$ cat src/rtl/strip_coord_pkg.sv
// Shared types and constants for the strip-coordinate table and its scan sequencer.
// Holds the scan state enum, the legacy 13-strip layout and the saturating height helper.
package strip_coord_pkg;

    typedef enum logic [1:0] {
        IDLE    = 2'd0,
        PRESENT = 2'd1,
        DONE    = 2'd2
    } scan_state_t;

    // Legacy strip layout for a 128-row image split into 13 strips.
    localparam int DEFAULT_Y13 [13] = '{0, 8, 16, 25, 32, 42, 48, 59, 64, 76, 80, 96, 112};

    function automatic int reset_y(input int idx, input int num, input int img_h);
        if (num == 13) begin
            return DEFAULT_Y13[idx];
        end
        return idx * (img_h / num);
    endfunction

    // A non-monotonic table would give a negative height; clamp it to zero.
    function automatic int sat_height(input int y_top, input int y_next);
        return (y_next > y_top) ? (y_next - y_top) : 0;
    endfunction

endpackage

$ cat src/rtl/strip_coord_regfile.sv
// Strip y-coordinate storage: one write port and two combinational read ports, each
// returning the entry and the following strip's top (image height for the last strip).
module strip_coord_regfile
    import strip_coord_pkg::*;
#(
    parameter int NUM_STRIPS = 13,
    parameter int ID_W       = 4,
    parameter int Y_W        = 7,
    parameter int IMG_H      = 128
) (
    input  logic            i_clk,
    input  logic            i_rst_n,
    input  logic            i_wr_en,
    input  logic [ID_W-1:0] i_wr_addr,
    input  logic [Y_W-1:0]  i_wr_data,
    input  logic [ID_W-1:0] i_rda_addr,
    output logic [Y_W-1:0]  o_rda_y,
    output logic [Y_W:0]    o_rda_ynext,
    input  logic [ID_W-1:0] i_rdb_addr,
    output logic [Y_W-1:0]  o_rdb_y,
    output logic [Y_W:0]    o_rdb_ynext
);

    localparam logic [ID_W:0]   LP_NUM  = (ID_W+1)'(NUM_STRIPS);
    localparam logic [ID_W-1:0] LP_LAST = ID_W'(NUM_STRIPS - 1);
    localparam logic [Y_W:0]    LP_IMGH = (Y_W+1)'(IMG_H);

    logic [Y_W-1:0] r_table [NUM_STRIPS];

    // The write enable arrives already qualified (in range, no scan running).
    always_ff @(posedge i_clk or negedge i_rst_n) begin
        if (!i_rst_n) begin
            for (int i = 0; i < NUM_STRIPS; i++) begin
                r_table[i] <= Y_W'(reset_y(i, NUM_STRIPS, IMG_H));
            end
        end else if (i_wr_en) begin
            r_table[i_wr_addr] <= i_wr_data;
        end
    end

    always_comb begin
        o_rda_y     = '0;
        o_rda_ynext = '0;
        if ({1'b0, i_rda_addr} < LP_NUM) begin
            o_rda_y = r_table[i_rda_addr];
            if (i_rda_addr == LP_LAST) begin
                o_rda_ynext = LP_IMGH;
            end else begin
                o_rda_ynext = {1'b0, r_table[i_rda_addr + ID_W'(1)]};
            end
        end
    end

    always_comb begin
        o_rdb_y     = '0;
        o_rdb_ynext = '0;
        if ({1'b0, i_rdb_addr} < LP_NUM) begin
            o_rdb_y = r_table[i_rdb_addr];
            if (i_rdb_addr == LP_LAST) begin
                o_rdb_ynext = LP_IMGH;
            end else begin
                o_rdb_ynext = {1'b0, r_table[i_rdb_addr + ID_W'(1)]};
            end
        end
    end

endmodule

$ cat src/rtl/strip_coord_seq.sv
// Strip-coordinate table with random lookup and a valid/ready strip sequencer that
// streams (id, y, height) for every strip in order.
module strip_coord_seq
    import strip_coord_pkg::*;
#(
    parameter int NUM_STRIPS = 13,
    parameter int ID_W       = 4,
    parameter int Y_W        = 7,
    parameter int IMG_H      = 128
) (
    input  logic            enclk,
    input  logic            rst,
    input  logic            lk_en,
    input  logic [ID_W-1:0] lk_addr,
    output logic [Y_W-1:0]  lk_y,
    output logic [Y_W:0]    lk_h,
    output logic            lk_valid,
    output logic            lk_err,
    input  logic            wr_en,
    input  logic [ID_W-1:0] wr_addr,
    input  logic [Y_W-1:0]  wr_data,
    output logic            wr_err,
    input  logic            scan_start,
    output logic            scan_busy,
    output logic            scan_done,
    output logic            s_valid,
    input  logic            s_ready,
    output logic [ID_W-1:0] s_id,
    output logic [Y_W-1:0]  s_y,
    output logic [Y_W:0]    s_h
);

    localparam logic [ID_W:0]   LP_NUM  = (ID_W+1)'(NUM_STRIPS);
    localparam logic [ID_W-1:0] LP_LAST = ID_W'(NUM_STRIPS - 1);

    scan_state_t     r_state;
    scan_state_t     w_next_state;
    logic [ID_W-1:0] r_idx;
    logic [Y_W-1:0]  r_s_y;
    logic [Y_W:0]    r_s_h;
    logic [Y_W-1:0]  r_lk_y;
    logic [Y_W:0]    r_lk_h;
    logic            r_lk_valid;
    logic            r_lk_err;
    logic            r_wr_err;

    logic            w_s_valid;
    logic            w_scan_busy;
    logic            w_scan_done;
    logic            w_lk_in_range;
    logic            w_wr_accept;
    logic            w_load_item;
    logic [ID_W-1:0] w_sc_addr;
    logic [Y_W-1:0]  w_lk_y;
    logic [Y_W:0]    w_lk_ynext;
    logic [Y_W:0]    w_lk_h;
    logic [Y_W-1:0]  w_sc_y;
    logic [Y_W:0]    w_sc_ynext;
    logic [Y_W:0]    w_sc_h;

    strip_coord_regfile #(
        .NUM_STRIPS (NUM_STRIPS),
        .ID_W       (ID_W),
        .Y_W        (Y_W),
        .IMG_H      (IMG_H)
    ) u_regfile (
        .i_clk       (enclk),
        .i_rst_n     (rst),
        .i_wr_en     (w_wr_accept),
        .i_wr_addr   (wr_addr),
        .i_wr_data   (wr_data),
        .i_rda_addr  (lk_addr),
        .o_rda_y     (w_lk_y),
        .o_rda_ynext (w_lk_ynext),
        .i_rdb_addr  (w_sc_addr),
        .o_rdb_y     (w_sc_y),
        .o_rdb_ynext (w_sc_ynext)
    );

    assign w_lk_h = (Y_W+1)'(sat_height(int'(w_lk_y), int'(w_lk_ynext)));
    assign w_sc_h = (Y_W+1)'(sat_height(int'(w_sc_y), int'(w_sc_ynext)));

    assign w_lk_in_range = ({1'b0, lk_addr} < LP_NUM);
    assign w_wr_accept   = wr_en && ({1'b0, wr_addr} < LP_NUM) && !w_scan_busy;

    // Port B points at the item that gets registered on the next load edge.
    always_comb begin
        w_sc_addr   = '0;
        w_load_item = 1'b0;
        if (r_state == PRESENT) begin
            w_sc_addr   = r_idx + ID_W'(1);
            w_load_item = s_ready && (r_idx != LP_LAST);
        end else if (r_state == IDLE) begin
            w_load_item = scan_start;
        end
    end

    always_ff @(posedge enclk or negedge rst) begin
        if (!rst) begin
            r_state <= IDLE;
        end else begin
            r_state <= w_next_state;
        end
    end

    always_comb begin
        w_next_state = r_state;
        case (r_state)
            IDLE:    if (scan_start) w_next_state = PRESENT;
            PRESENT: if (s_ready && (r_idx == LP_LAST)) w_next_state = DONE;
            DONE:    w_next_state = IDLE;
            default: w_next_state = IDLE;
        endcase
    end

    always_comb begin
        w_s_valid   = 1'b0;
        w_scan_busy = 1'b0;
        w_scan_done = 1'b0;
        case (r_state)
            PRESENT: begin
                w_s_valid   = 1'b1;
                w_scan_busy = 1'b1;
            end
            DONE:    w_scan_done = 1'b1;
            default: ;
        endcase
    end

    // Stream item registers only change on a load, so a stalled item stays stable.
    always_ff @(posedge enclk or negedge rst) begin
        if (!rst) begin
            r_idx <= '0;
            r_s_y <= '0;
            r_s_h <= '0;
        end else if (w_load_item) begin
            r_idx <= w_sc_addr;
            r_s_y <= w_sc_y;
            r_s_h <= w_sc_h;
        end
    end

    always_ff @(posedge enclk or negedge rst) begin
        if (!rst) begin
            r_lk_y     <= '0;
            r_lk_h     <= '0;
            r_lk_valid <= 1'b0;
            r_lk_err   <= 1'b0;
        end else begin
            r_lk_valid <= lk_en;
            r_lk_err   <= lk_en && !w_lk_in_range;
            if (lk_en) begin
                r_lk_y <= w_lk_in_range ? w_lk_y : '0;
                r_lk_h <= w_lk_in_range ? w_lk_h : '0;
            end
        end
    end

    always_ff @(posedge enclk or negedge rst) begin
        if (!rst) begin
            r_wr_err <= 1'b0;
        end else begin
            r_wr_err <= wr_en && !w_wr_accept;
        end
    end

    assign lk_y      = r_lk_y;
    assign lk_h      = r_lk_h;
    assign lk_valid  = r_lk_valid;
    assign lk_err    = r_lk_err;
    assign wr_err    = r_wr_err;
    assign scan_busy = w_scan_busy;
    assign scan_done = w_scan_done;
    assign s_valid   = w_s_valid;
    assign s_id      = r_idx;
    assign s_y       = r_s_y;
    assign s_h       = r_s_h;

endmodule

$ cat config.mk
export PLATFORM = sky130hd
export DESIGN_NAME = strip_coord_seq
export DESIGN_NICKNAME = d
export VERILOG_FILES = /design/src/rtl/strip_coord_pkg.sv /design/src/rtl/strip_coord_regfile.sv /design/src/rtl/strip_coord_seq.sv
export SDC_FILE = /design/constraint.sdc
export NUM_CORES = 1
export LEC_CHECK = 0
export ABC_CLOCK_PERIOD_IN_PS = 4800
export BUFFER_PORTS_ARGS = -buffer_cell sky130_fd_sc_hd__buf_2
export CAP_MARGIN = 20
export CORE_ASPECT_RATIO = 1.1
export CORE_MARGIN = 2
export CORE_UTILIZATION = 50
export CTS_CLUSTER_DIAMETER = 30
export CTS_CLUSTER_SIZE = 25
export DETAILED_ROUTE_END_ITERATION = 8
export PLACE_DENSITY = 0.66
export RECOVER_POWER = 50
export SLEW_MARGIN = 20
export SYNTH_ARGS = -nofsm -noshare
export SYNTH_HDL_FRONTEND = slang
export SYNTH_SLANG_ARGS = --single-unit
$ cat constraint.sdc
create_clock -name enclk -period 4.8 [get_ports enclk]
set_input_delay 0.48 -clock enclk [delete_from_list [all_inputs] [get_ports enclk]]
set_output_delay 0.48 -clock enclk [all_outputs]
set_load 0.03 [all_outputs]
Word level (Yosys, flattened, before mapping)
Index checks and enable logic that the tools add are counted.
- register bits after elaboration: 130
- input bits: 21
- word-level logic and storage cells: 96
- add/subtract/negate cells: 5
- $lt $le $gt $ge: 11
- eq/ne operators: 8
- muxes and demuxes: 33
- bitwise gates (word level): 5
- reduce and logical (&&, ||, !) cells: 12
- operator list (cell ; number):
    binary-select mux 7 bit (select 4 bit) ; 4
    bitwise mux 91 bit ; 1
    2-to-1 mux 7 bit ; 12
    2-to-1 mux 8 bit ; 7
    demux 7 bit (select 4 bit) ; 1
    >= comparator 5 bit, second input constant ; 5
    NOT 4 -> 5 bit ; 5
    > comparator 8 x 7 -> 1 bit ; 2
    subtractor 8 x 7 -> 8 bit ; 2
    adder 4 x 1 -> 4 bit, second input constant ; 3
    equality test 4 bit, second input constant ; 3
    less-than comparator 4 bit, second input constant ; 3
    logical AND 1 bit ; 7
    less-than comparator 5 x 1 -> 1 bit, second input constant ; 1
    2-to-1 mux 1 bit ; 4
    2-to-1 mux 2 bit ; 2
    2-to-1 mux 4 bit ; 1
    inequality test 4 bit, second input constant ; 1
    case mux 2 bit (2 select lines) ; 1
    zero test 1 bit ; 3
    equality test 2 x 1 -> 1 bit, second input constant ; 1
    equality test 2 bit, second input constant ; 1
    zero test 2 bit ; 1
    inequality test 2 x 1 -> 1 bit, second input constant ; 1
    other kinds (2) ; 2

Logic depth before layout (Yosys ltp)
Gate-level depths: netlist of the first run.
- depth in word-level cells: 11
- depth in mapped cells: 22
- gate-level depth less buffers: 17

Cells and area by module
From an unflattened synthesis of the first run, not the netlist that was laid out.
- cells, all modules: 766
- area total of the unflattened synthesis: 8979.9 um2
- by module, submodules not included (module ; times used ; cells an instance ; area an instance (um2) ; sequential area each (um2)):
    strip_coord_regfile ; 1 ; 530 ; 6651.4 ; 2311.0
    strip_coord_seq ; 1 ; 236 ; 2328.5 ; 975.9

Worst setup path before layout of the first run
Ideal clock, no wire load.
- path kind: register to register
- from: reg r_idx[0], in the netlist s_id[0]
- to: reg r_s_h[1], in the netlist s_h[1]
- setup time: 0.121 ns
- arrival: 5.167 ns
- required time: 4.679 ns
- setup slack: -0.488 ns
- stages on the path, launching flop included: 23
- cell sequence: dfrtp_1 -> buf_2 -> clkinv_1 -> clkbuf_1 -> ha_1 -> buf_4 -> nand2_1 -> buf_2 -> ha_1 -> clkbuf_1 -> mux4_2 -> nor2b_1 -> a311o_1 -> nand4_1 -> ha_1 -> inv_1 -> fa_1 -> a211oi_1 -> nor2_1 -> or4_1 -> a31oi_1 -> nor2_1 -> a22o_1
- cells in the longest elaborated chain, start to end: 11
- elaborated cells on any way between the ends: 22
- ends and longest elaborated chain (element ; RTL line ; text):
    start: declaration ; strip_coord_seq.sv:38 ; logic [ID_W-1:0] r_idx;
    start signal: assignment ; strip_coord_seq.sv:137 ; r_idx <= w_sc_addr;
    adder 4 x 1 -> 4 bit ; strip_coord_seq.sv:91 ; w_sc_addr = r_idx + ID_W'(1);
    2-to-1 mux 4 bit ; strip_coord_seq.sv:90 ; if (r_state == PRESENT) begin
    adder 4 x 1 -> 4 bit ; strip_coord_regfile.sv:62 ; o_rdb_ynext = {1'b0, r_table[i_rdb_addr + ID_W'(1)]};
    NOT 4 -> 5 bit (not written as such) ; strip_coord_regfile.sv:62 ;
    binary-select mux 7 bit (select 4 bit) ; strip_coord_regfile.sv:62 ;
    2-to-1 mux 7 bit (not written as such) (2 in a row) ; strip_coord_regfile.sv:62 ;
    2-to-1 mux 8 bit ; strip_coord_regfile.sv:59 ; if (i_rdb_addr == LP_LAST) begin
    2-to-1 mux 8 bit ; strip_coord_regfile.sv:57 ; if ({1'b0, i_rdb_addr} < LP_NUM) begin
    subtractor 8 x 7 -> 8 bit / > comparator 8 x 7 -> 1 bit (equally long branches) ; strip_coord_pkg.sv:23 ; return (y_next > y_top) ? (y_next - y_top) : 0;
    2-to-1 mux 8 bit ; strip_coord_pkg.sv:23 ;
    end signal: assignment ; strip_coord_seq.sv:139 ; r_s_h <= w_sc_h;
    end: declaration ; strip_coord_seq.sv:40 ; logic [Y_W:0] r_s_h;
Several ways; a longest one is shown, not always the timed one. The select of a mux whose other input is x is not followed.
A chain may end at the register's enable or synchronous reset.

Worst setup path after layout of the first run
- from: reg r_idx[0], in the netlist s_id[0]
- to: reg r_s_h[3], in the netlist s_h[3]
- elaborated cells on any way between the ends: 22
- RTL lines (element ; RTL line ; text):
    adder 4 x 1 -> 4 bit * ; strip_coord_seq.sv:91 ;
    2-to-1 mux 4 bit * ; strip_coord_seq.sv:90 ;
    NOT 4 -> 5 bit (not written as such) ; strip_coord_regfile.sv:58 ; o_rdb_y = r_table[i_rdb_addr];
    binary-select mux 7 bit (select 4 bit) ; strip_coord_regfile.sv:58 ;
    2-to-1 mux 7 bit (not written as such) (2 in a row) ; strip_coord_regfile.sv:58 ;
    2-to-1 mux 7 bit * ; strip_coord_regfile.sv:57 ;
    net u_regfile.o_rdb_y[0] ; strip_coord_regfile.sv:20 ; output logic [Y_W-1:0] o_rdb_y,
    subtractor 8 x 7 -> 8 bit / > comparator 8 x 7 -> 1 bit (equally long branches) ; strip_coord_pkg.sv:23 ;
    2-to-1 mux 8 bit * ; strip_coord_pkg.sv:23 ;
The timed path passes the listed nets; every way through them passes the cells marked *. The select of a mux whose other input is x is not followed.

==> flow_summary.html, run 1 <==
<table>
<tr><th>Metric</th><th>Value</th></tr>
<tr><th colspan="2">Floorplanning</th></tr>
<tr><td>Die W</td><td>134 um</td></tr>
<tr><td>Die outline area</td><td>19,700 um^2</td></tr>
<tr><td>Core Footprint</td><td>18,300 um^2</td></tr>
<tr><td>Effective utilization at floorplan</td><td>0.508</td></tr>
<tr><td>Top-level I/O count</td><td>61</td></tr>
<tr><td>Height of the chip</td><td>147 um</td></tr>
<tr><td>Placement row count</td><td>52</td></tr>
<tr><th colspan="2">Worst hold path</th></tr>
<tr><td>Endpoint of the worst hold path</td><td>lk_valid$_DFF_PN0_</td></tr>
<tr><td>Worst min path class</td><td>in -&gt; reg</td></tr>
<tr><td>WHS Path Cells</td><td>1</td></tr>
<tr><td>Worst hold start</td><td>lk_en</td></tr>
<tr><th colspan="2">Yosys</th></tr>
<tr><td>Synthesized area divided by synthesized cell count</td><td>11.0 um^2</td></tr>
<tr><td>Post-Syn Instances</td><td>848</td></tr>
<tr><td>Synth Net Count</td><td>892</td></tr>
<tr><td>Portion of the post-synthesis area used by sequential elements</td><td>0.353</td></tr>
<tr><td>Synthesis warning total</td><td>0</td></tr>
<tr><td>Number of storage elements in the synthesis netlist</td><td>130</td></tr>
<tr><td>EDFF count, synth</td><td>0</td></tr>
<tr><td>Number of different library cells in the post-synthesis netlist</td><td>79</td></tr>
<tr><td>Mapped cell area</td><td>9310 um^2</td></tr>
<tr><td>Flip-flop cell with the highest count after synthesis</td><td>dfrtp_1</td></tr>
<tr><td>Share of synthesized flip-flops with an asynchronous set or reset</td><td>1.00</td></tr>
<tr><th colspan="2">Clock tree</th></tr>
<tr><td>CTS buffer count</td><td>17</td></tr>
<tr><td>Number of buffers added to fix hold violations after cts</td><td>0</td></tr>
<tr><td>Clock tree from TritonCTS</td><td>done</td></tr>
<tr><td>Clock slew at the register clock pins of the worst setup and hold paths</td><td>0.06 ns</td></tr>
<tr><td>Number of H-tree levels</td><td>4</td></tr>
<tr><td>Number of buffers on the longest clock path</td><td>2</td></tr>
<tr><td>Number of sinks driven by the clock tree</td><td>130</td></tr>
<tr><td>Resize count post-CTS</td><td>0</td></tr>
<tr><td>Number of buffers inserted to repair setup after CTS</td><td>0</td></tr>
<tr><td>Clock insertion delay at the later pin of the skew report</td><td>0.43 ns</td></tr>
<tr><td>Clock root buffer</td><td>clkbuf_16</td></tr>
<tr><th colspan="2">Global route</th></tr>
<tr><td>Number of global-route vias before repair</td><td>7,230</td></tr>
<tr><td>Wire length of the first global-routing pass</td><td>41,500 um</td></tr>
<tr><td>Aggregate global-route resource usage</td><td>0.275</td></tr>
<tr><td>Initial antenna violation count</td><td>1</td></tr>
<tr><td>Pin count of the biggest net entering global routing</td><td>51</td></tr>
<tr><td>Remaining global-route overflow</td><td>0</td></tr>
<tr><th colspan="2">Route</th></tr>
<tr><td>DR pass1 iterations</td><td>6</td></tr>
<tr><td>DRC errors left</td><td>0</td></tr>
<tr><td>Total via count in the routed design</td><td>7,412</td></tr>
<tr><td>Final routed wirelength across all metal layers</td><td>26,600 um</td></tr>
<tr><td>DR WL/cell</td><td>23.2 um</td></tr>
<tr><td>Vias per std cell</td><td>6.46</td></tr>
<tr><td>Number of nets with antenna violations after detailed routing</td><td>0</td></tr>
<tr><td>Number of DRC markers after the initial detailed-route iteration</td><td>851</td></tr>
<tr><th colspan="2">Pwr</th></tr>
<tr><td>Clock power frac</td><td>0.148</td></tr>
<tr><td>Switching portion of total power</td><td>0.462</td></tr>
<tr><td>Combinational share of power</td><td>0.624</td></tr>
<tr><td>Relative contribution of sequential cells to total power</td><td>0.228</td></tr>
<tr><td>Highest ir drop seen on vdd</td><td>0.000490 V</td></tr>
<tr><td>Switching power summed over all nets</td><td>4.04 mW</td></tr>
<tr><td>Leak Pwr</td><td>4.46 nW</td></tr>
<tr><td>Internal power</td><td>4.71 mW</td></tr>
<tr><td>Pwr per Cell Area</td><td>840 nW/um^2</td></tr>
<tr><th colspan="2">Critical path</th></tr>
<tr><td>CP cell instances</td><td>ha_1 -&gt; xor2_2 -&gt; nand3_1 -&gt; a2111oi_0 -&gt; a2111oi_0 -&gt; a311oi_2 -&gt; ha_1 -&gt; inv_1 -&gt; fa_1 -&gt; a211oi_1 -&gt; nor2_1 -&gt; or4_1 -&gt; a31oi_2 -&gt; nor2_1 -&gt; a22o_1</td></tr>
<tr><td>CP Max Fanout</td><td>13</td></tr>
<tr><td>Crit path arrival time</td><td>4.77 ns</td></tr>
<tr><td>Critical R2R Capture</td><td>s_h[3]$_DFFE_PN0P_</td></tr>
<tr><td>Worst setup EP type</td><td>flip-flop</td></tr>
<tr><td>Cells on worst reg2reg path</td><td>15</td></tr>
<tr><td>Top delay family on crit path</td><td>compound AO/OA/AOI/OAI gates</td></tr>
<tr><td>Setup Crit Path Kind</td><td>reg -&gt; reg</td></tr>
<tr><td>Data required time at the worst endpoint</td><td>5.11 ns</td></tr>
<tr><td>FF-to-FF Start</td><td>s_id[0]$_DFFE_PN0P_</td></tr>
<tr><td>Worst reg-to-reg setup slack</td><td>0.34 ns</td></tr>
<tr><td>Cell at the slowest stage of the critical path</td><td>dfrtp_2</td></tr>
<tr><td>Highest cell delay on the worst timing path</td><td>0.52 ns</td></tr>
<tr><td>Startpoint type of the worst setup path</td><td>flip-flop</td></tr>
<tr><td>Count of buffering cells on the critical path with inverters included</td><td>1</td></tr>
<tr><th colspan="2">Layout</th></tr>
<tr><td>Area grow syn2layout</td><td>11.8%</td></tr>
<tr><td>Most common cell after layout, fill and taps aside</td><td>mux2_2</td></tr>
<tr><td>Fill cell count</td><td>1,583</td></tr>
<tr><td>Ratio of cells with drive above 1 in the final layout</td><td>0.339</td></tr>
<tr><td>Most used cells in the layout excluding fill and tap cells</td><td>mux2_2, dfrtp_1, mux2i_1, nand2_1, nor2_1</td></tr>
<tr><td>Number of diodes</td><td>0</td></tr>
<tr><td>Count of nets after finishing</td><td>936</td></tr>
<tr><th colspan="2">Placed design</th></tr>
<tr><td>Detailed-placement wirelength estimate</td><td>19,400 um</td></tr>
<tr><td>Final Wtd Congestion</td><td>0.984</td></tr>
<tr><td>Count of buffers inserted at the top-level ports</td><td>60</td></tr>
<tr><th colspan="2">STA</th></tr>
<tr><td>Setup skew after layout</td><td>0.00888 ns</td></tr>
<tr><td>Worst slew margin</td><td>-0.866</td></tr>
<tr><td>Final Critical Period</td><td>4.46 ns</td></tr>
<tr><td>Tightest Pin Transition</td><td>2.80 ns</td></tr>
<tr><td>RSZ-0062 raised after global routing</td><td>false</td></tr>
<tr><td>Total count of hold-check failures in the final report</td><td>0</td></tr>
<tr><td>Setup TNS</td><td>0 ns</td></tr>
<tr><td>Pins Over Slew Limit</td><td>89</td></tr>
<tr><td>Final Cycle Share</td><td>0.929</td></tr>
<tr><td>Top achievable clock speed</td><td>224 MHz</td></tr>
<tr><td>Fin Hold WS</td><td>0.336 ns</td></tr>
<tr><td>Number of setup violations in the final report</td><td>0</td></tr>
<tr><th colspan="2">Job</th></tr>
<tr><td>Total of max-cap violations</td><td>2</td></tr>
<tr><th colspan="2">Status</th></tr>
<tr><td>Failing checks</td><td>capacitance limit, slew limit</td></tr>
<tr><td>Outcome</td><td>finished, violations left</td></tr>
</table>
## Yosys cell counts, types with 5 or more instances
cell	instances	area (um^2)
dfstp_2	27	709
a31oi_1	11	68.8
mux4_2	44	991
clkbuf_1	35	131
a2bb2oi_1	10	87.6
o211a_1	7	70.1
o22ai_1	11	68.8
xor2_1	6	52.6
a211oi_1	18	135
nand3_1	17	85.1
nor2b_1	17	106
nor2_1	49	184
o221ai_1	21	184
mux2i_1	60	601
dfrtp_1	103	2580
nor3_1	8	40.0
mux2_2	104	1170
a21oi_1	28	140
nand4_1	8	50.1
a22o_1	5	43.8
nand2_1	51	191
xnor2_1	5	43.8
ha_1	21	263
o2bb2ai_1	10	87.6
inv_1	18	67.6
buf_2	19	95.1
o21ai_0	30	150
nand2b_1	8	50.1
## state kept, by name, summed over array words and instances, names as in the netlist
register	flops
lk_err	1
lk_h	8
lk_valid	1
lk_y	7
r_state	2
s_h	8
s_id	4
s_y	7
u_regfile.r_table	91
wr_err	1
## per-layer routing
| layer | up-vias | wire (um) | GRT usage |
|---|---|---|---|
| li1 | 3353 | - | - |
| met1 | 3663 | 11300 | 0.374 |
| met2 | 332 | 12100 | 0.417 |
| met3 | 64 | 2390 | 0.0839 |
| met4 | 0 | 812 | 0.104 |
| met5 | - | 0 | 0 |
## through the flow
| stage | instances | power [mW] | utilization | setup WS (ns) | instance area (um^2) |
|---|---|---|---|---|---|
| after global routing | 1148 | 9.29 | 0.568 | 0.142 | 10400 |
| after detailed placement | 1116 | 7.34 | 0.537 | 0.434 | 9860 |
| final | 1148 | 8.75 | 0.568 | 0.342 | 10400 |
| after floorplan | 848 | 5.98 | - | 0.0103 | 9330 |
| after CTS | 1148 | 8.66 | 0.569 | 0.402 | 10400 |
| after global placement | 1116 | 7.30 | 0.537 | 0.482 | 9860 |
## worst max path at each step
stage                                    from             endpoint  slack (ns)  cells after the start
after floorplan           s_id[0]$_DFFE_PN0P_   s_h[1]$_DFFE_PN0P_        0.01                     22
after global placement             lk_addr[0]  lk_h[2]$_DFFE_PN0P_        0.48                     14
after detailed placement           lk_addr[0]  lk_h[1]$_DFFE_PN0P_        0.43                     14
after CTS                 s_id[0]$_DFFE_PN0P_   s_h[3]$_DFFE_PN0P_        0.40                     16
after global routing      s_id[0]$_DFFE_PN0P_   s_h[3]$_DFFE_PN0P_        0.14                     15
final                     s_id[0]$_DFFE_PN0P_   s_h[3]$_DFFE_PN0P_        0.34                     15
## area by class of cell
| cell class | count | area [um^2] | area share |
|---|---|---|---|
| Multi-Input combinational cell | 632 | 5640 | 0.542 |
| Sequential cell | 130 | 3290 | 0.316 |
| Timing Repair Buffer | 91 | 518 | 0.0497 |
| Clock buffer | 19 | 453 | 0.0435 |
| Tap cell | 243 | 304 | 0.0292 |
| Clock inverter | 13 | 135 | 0.0130 |
| Inverter | 20 | 76.3 | 0.00733 |
## kinds of logic after synthesis
| logic type | after synthesis | synth area share |
|---|---|---|
| compound gates | 195 | 0.151 |
| xor+xnor | 15 | 0.0197 |
| fa+ha+maj | 23 | 0.0325 |
| buf+inv | 86 | 0.0434 |
| flops | 130 | 0.353 |
| mux | 209 | 0.298 |
| simple gates | 190 | 0.103 |
## power by group through the flow
| stage | sequential [mW] | clock (mW) | combinational, mW |
|---|---|---|---|
| finish | 1.99 | 1.30 | 5.46 |
| global route | 2.03 | 1.36 | 5.89 |
| CTS | 1.96 | 1.31 | 5.38 |
| detailed placement | 1.98 | 0 | 5.36 |
| global placement | 1.97 | 0 | 5.33 |
| floorplan | 1.96 | 0 | 4.03 |
Power figures use the tool's default switching activity.
==> inputs of run 2 (changes only) <==
--- a/config.mk
+++ b/config.mk
@@ -10,11 +10,11 @@
 export CAP_MARGIN = 20
 export CORE_ASPECT_RATIO = 1.1
 export CORE_MARGIN = 2
-export CORE_UTILIZATION = 50
+export CORE_UTILIZATION = 56
 export CTS_CLUSTER_DIAMETER = 30
 export CTS_CLUSTER_SIZE = 25
 export DETAILED_ROUTE_END_ITERATION = 8
-export PLACE_DENSITY = 0.66
+export PLACE_DENSITY = 0.74
 export RECOVER_POWER = 50
 export SLEW_MARGIN = 20
 export SYNTH_ARGS = -nofsm -noshare
==> run 2 against run 1 <==
The flow still finishes with violations (capacitance limit, slew limit). Setup slack improved by 0.072 ns. Sequential share of layout area rose by 0.057 points. Fmax rose by 1.6%. Non-clock buffer count did not move. Critical endpoint unchanged. Count of clock-buffer cells in the layout fell by 2. Final cell count fell by 3.4%. Global-route usage rose by 2.8 points.
==> flow_summary.html, run 2 (synthesis gave the netlist of run 1 again) <==
<table>
<tr><th>Metric</th><th>Value</th></tr>
<tr><th colspan="2">Clock tree</th></tr>
<tr><td>Number of buffers on the longest clock path</td><td>2 (unchanged)</td></tr>
<tr><td>Number of buffers inserted to repair setup after CTS</td><td>0 (unchanged)</td></tr>
<tr><td>Clock tree from TritonCTS</td><td>done (unchanged)</td></tr>
<tr><td>CTS buffer count</td><td>17 (unchanged)</td></tr>
<tr><td>Number of H-tree levels</td><td>4 (unchanged)</td></tr>
<tr><td>Clock slew at the register clock pins of the worst setup and hold paths</td><td>0.06 ns (about the same)</td></tr>
<tr><td>Number of sinks driven by the clock tree</td><td>130 (unchanged)</td></tr>
<tr><td>Clock root buffer</td><td>clkbuf_16 (unchanged)</td></tr>
<tr><td>Clock insertion delay at the later pin of the skew report</td><td>0.44 ns (was 0.43 ns)</td></tr>
<tr><th colspan="2">Route</th></tr>
<tr><td>DRC errors left</td><td>0 (unchanged)</td></tr>
<tr><td>DR WL/cell</td><td>23.3 um (was 23.2 um)</td></tr>
<tr><td>Final routed wirelength across all metal layers</td><td>25,900 um (was 26,600 um)</td></tr>
<tr><td>Number of DRC markers after the initial detailed-route iteration</td><td>767 (was 851)</td></tr>
<tr><td>Number of nets with antenna violations after detailed routing</td><td>0 (unchanged)</td></tr>
<tr><td>Vias per std cell</td><td>6.76 (was 6.46)</td></tr>
<tr><td>DR pass1 iterations</td><td>5 (was 6)</td></tr>
<tr><td>Total via count in the routed design</td><td>7,493 (was 7,412)</td></tr>
<tr><th colspan="2">Layout</th></tr>
<tr><td>Number of diodes</td><td>0 (unchanged)</td></tr>
<tr><td>Register with the highest flop count</td><td>u_regfile.r_table (unchanged)</td></tr>
<tr><td>Count of nets after finishing</td><td>936 (unchanged)</td></tr>
<tr><td>Fin cells</td><td>1,109 (was 1,148)</td></tr>
<tr><td>Area grow syn2layout</td><td>11.6% (was 11.8%)</td></tr>
<tr><td>Most used cells in the layout excluding fill and tap cells</td><td>mux2_2, dfrtp_1, mux2i_1, nand2_1, nor2_1 (unchanged)</td></tr>
<tr><td>Ratio of cells with drive above 1 in the final layout</td><td>0.314 (was 0.339)</td></tr>
<tr><td>Post-route standard cell area excluding fillers</td><td>10,400 um^2 (about the same)</td></tr>
<tr><td>Most common cell after layout, fill and taps aside</td><td>mux2_2 (unchanged)</td></tr>
<tr><td>Final design utilization</td><td>0.638 (was 0.568)</td></tr>
<tr><td>Max FFs per register</td><td>91 (unchanged)</td></tr>
<tr><th colspan="2">Floorplanning</th></tr>
<tr><td>Die outline area</td><td>17,700 um^2 (was 19,700 um^2)</td></tr>
<tr><td>Placement row count</td><td>49 (was 52)</td></tr>
<tr><td>Effective utilization at floorplan</td><td>0.571 (was 0.508)</td></tr>
<tr><td>Core Footprint</td><td>16,300 um^2 (was 18,300 um^2)</td></tr>
<tr><td>Top-level I/O count</td><td>61 (unchanged)</td></tr>
<tr><td>Height of the chip</td><td>139 um (was 147 um)</td></tr>
<tr><td>Die W</td><td>127 um (was 134 um)</td></tr>
<tr><th colspan="2">Critical path</th></tr>
<tr><td>Startpoint type of the worst setup path</td><td>flip-flop (unchanged)</td></tr>
<tr><td>Cells on worst reg2reg path</td><td>17 (was 15)</td></tr>
<tr><td>Top delay family on crit path</td><td>simple AND/OR/NAND/NOR gates (was compound AO/OA/AOI/OAI gates)</td></tr>
<tr><td>Highest cell delay on the worst timing path</td><td>0.42 ns (was 0.52 ns)</td></tr>
<tr><td>Crit path arrival time</td><td>4.71 ns (was 4.77 ns)</td></tr>
<tr><td>CP cell instances</td><td>inv_1 -&gt; ha_1 -&gt; nor2b_1 -&gt; xnor2_4 -&gt; and2_4 -&gt; nor2b_1 -&gt; a311o_1 -&gt; nand4_1 -&gt; ha_1 -&gt; inv_1 -&gt; fa_1 -&gt; a211oi_1 -&gt; nor2_1 -&gt; or4_1 -&gt; a31oi_2 -&gt; nor2_1 -&gt; a22o_1 (was ha_1 -&gt; xor2_2 -&gt; nand3_1 -&gt; a2111oi_0 -&gt; a2111oi_0 -&gt; a311oi_2 -&gt; ha_1 -&gt; inv_1 -&gt; fa_1 -&gt; a211oi_1 -&gt; nor2_1 -&gt; or4_1 -&gt; a31oi_2 -&gt; nor2_1 -&gt; a22o_1)</td></tr>
<tr><td>Setup Crit Path Kind</td><td>reg -&gt; reg (unchanged)</td></tr>
<tr><td>Data required time at the worst endpoint</td><td>5.12 ns (was 5.11 ns)</td></tr>
<tr><td>FF-to-FF Start</td><td>s_id[1]$_DFFE_PN0P_ (was s_id[0]$_DFFE_PN0P_)</td></tr>
<tr><td>CP Max Fanout</td><td>23 (was 13)</td></tr>
<tr><td>Cell at the slowest stage of the critical path</td><td>dfrtp_1 (was dfrtp_2)</td></tr>
<tr><td>Worst reg-to-reg setup slack</td><td>0.41 ns (was 0.34 ns)</td></tr>
<tr><td>Worst setup EP type</td><td>flip-flop (unchanged)</td></tr>
<tr><td>Count of buffering cells on the critical path with inverters included</td><td>2 (was 1)</td></tr>
<tr><td>Critical R2R Capture</td><td>s_h[3]$_DFFE_PN0P_ (unchanged)</td></tr>
<tr><th colspan="2">Placed design</th></tr>
<tr><td>Detailed-placement wirelength estimate</td><td>18,700 um (was 19,400 um)</td></tr>
<tr><td>Final Wtd Congestion</td><td>0.963 (was 0.984)</td></tr>
<tr><td>Inst Count DP</td><td>1,076 (was 1,116)</td></tr>
<tr><td>Total placed instance area</td><td>9790 um^2 (was 9860 um^2)</td></tr>
<tr><td>Count of buffers inserted at the top-level ports</td><td>60 (unchanged)</td></tr>
<tr><th colspan="2">Global route</th></tr>
<tr><td>Wire length of the first global-routing pass</td><td>41,300 um (was 41,500 um)</td></tr>
<tr><td>Remaining global-route overflow</td><td>0 (unchanged)</td></tr>
<tr><td>Initial antenna violation count</td><td>1 (unchanged)</td></tr>
<tr><td>Number of global-route vias before repair</td><td>7,292 (was 7,230)</td></tr>
<tr><td>Pin count of the biggest net entering global routing</td><td>59 (was 51)</td></tr>
<tr><td>Aggregate global-route resource usage</td><td>0.304 (was 0.275)</td></tr>
<tr><th colspan="2">STA</th></tr>
<tr><td>Final Cycle Share</td><td>0.914 (was 0.929)</td></tr>
<tr><td>Setup skew after layout</td><td>0.0197 ns (was 0.00888 ns)</td></tr>
<tr><td>Number of setup violations in the final report</td><td>0 (unchanged)</td></tr>
<tr><td>Tightest Pin Transition</td><td>2.40 ns (was 2.80 ns)</td></tr>
<tr><td>RSZ-0062 raised after global routing</td><td>false (unchanged)</td></tr>
<tr><td>Worst slew margin</td><td>-0.602 (was -0.866)</td></tr>
<tr><td>Setup TNS</td><td>0 ns (unchanged)</td></tr>
<tr><td>Pins Over Slew Limit</td><td>48 (was 89)</td></tr>
<tr><td>Total count of hold-check failures in the final report</td><td>0 (unchanged)</td></tr>
<tr><td>Final Critical Period</td><td>4.39 ns (was 4.46 ns)</td></tr>
<tr><td>Top achievable clock speed</td><td>228 MHz (was 224 MHz)</td></tr>
<tr><th colspan="2">Status</th></tr>
<tr><td>Failing checks</td><td>capacitance limit, slew limit (unchanged)</td></tr>
<tr><td>Outcome</td><td>finished, violations left (unchanged)</td></tr>
<tr><th colspan="2">Job</th></tr>
<tr><td>Total of max-cap violations</td><td>1 (was 2)</td></tr>
<tr><th colspan="2">Worst hold path</th></tr>
<tr><td>Endpoint of the worst hold path</td><td>lk_valid$_DFF_PN0_ (unchanged)</td></tr>
<tr><td>Worst hold start</td><td>lk_en (unchanged)</td></tr>
<tr><td>WHS Path Cells</td><td>1 (unchanged)</td></tr>
<tr><td>Worst min path class</td><td>in -&gt; reg (unchanged)</td></tr>
<tr><th colspan="2">Pwr</th></tr>
<tr><td>Leak Pwr</td><td>4.42 nW (was 4.46 nW)</td></tr>
<tr><td>Highest ir drop seen on vdd</td><td>0.000557 V (was 0.000490 V)</td></tr>
<tr><td>Pwr per Cell Area</td><td>848 nW/um^2 (was 840 nW/um^2)</td></tr>
</table>
-- run 2: cell count changes in the layout (fill, tap and decap cells not counted) --
cell / change
dlygate4sd3_1: +1
clkinv_4: +3
clkinv_2: -3
inv_6: +2
clkinvlp_4: -3
buf_12: -1
nor2_2: -1
buf_2: -21
nor2_1: +1
clkbuf_1: +21
clkbuf_8: -2
bufinv_16: +3
-- run 2: cell type report --
type | instances | area [um^2]
clock buffers | 17 | 425
clock inverters | 15 | 231
fillers | 1331 | 5910
inverters | 20 | 76.3
multi-input cells | 632 | 5640
flip-flops and latches | 130 | 3290
well taps | 204 | 255
repair buffers | 91 | 482
-- run 2: how the worst max path moves through the flow --
stage | slack [ns] | depth (start not counted) | to | from
3_3_place_gp | 0.60 | 17 | s_h[2]$_DFFE_PN0P_ | s_id[0]$_DFFE_PN0P_
2_1_floorplan | 0.01 | 22 | s_h[1]$_DFFE_PN0P_ | s_id[0]$_DFFE_PN0P_
3_5_place_dp | 0.51 | 14 | lk_h[3]$_DFFE_PN0P_ | lk_addr[0]
4_1_cts | 0.46 | 17 | s_h[3]$_DFFE_PN0P_ | s_id[1]$_DFFE_PN0P_
5_1_grt | 0.17 | 17 | s_h[6]$_DFFE_PN0P_ | s_id[1]$_DFFE_PN0P_
6_report | 0.41 | 17 | s_h[3]$_DFFE_PN0P_ | s_id[1]$_DFFE_PN0P_
-- run 2: worst reg2reg max path: stages (launching register included) --
cell,delay [ns]
dfrtp_1,0.42
inv_1,0.08
ha_1,0.31
nor2b_1,0.32
xnor2_4,0.21
and2_4,0.42
nor2b_1,0.10
a311o_1,0.32
nand4_1,0.10
ha_1,0.18
inv_1,0.06
fa_1,0.42
a211oi_1,0.23
nor2_1,0.12
or4_1,0.42
a31oi_2,0.21
nor2_1,0.14
a22o_1,0.23
-- run 2: per-stage QoR --
step | power [mW] | hold slack (ns) | worst slack, ns
finish | 8.82 | 0.327 | 0.414
global route | 9.34 | 0.320 | 0.168
CTS | 8.75 | 0.248 | 0.456
detailed placement | 7.24 | 0.419 | 0.509
global placement | 7.17 | 0.417 | 0.596
floorplan | 5.98 | 0.184 | 0.0103
-- run 2: routing by layer --
| layer | vias to the layer above | wire [um] | GRT usage |
|---|---|---|---|
| met5 | - | 13 | 0 |
| met4 | 2 | 944 | 0.137 |
| met3 | 73 | 2430 | 0.0819 |
| met2 | 385 | 11900 | 0.456 |
| met1 | 3683 | 10600 | 0.415 |
| li1 | 3350 | - | - |
-- run 2: timing repair --
item                                    in CTS  in global routing
hold buffers                                 1                  0
endpoints found under the hold margin       25                  0
gates resized for setup                      0                  0
endpoints found under the setup margin       0                  0
-- run 2: where the power goes --
part | internal, mW | switching (mW)
clock | 0.927 | 0.521
combinational | 2.32 | 3.08
sequential | 1.51 | 0.463
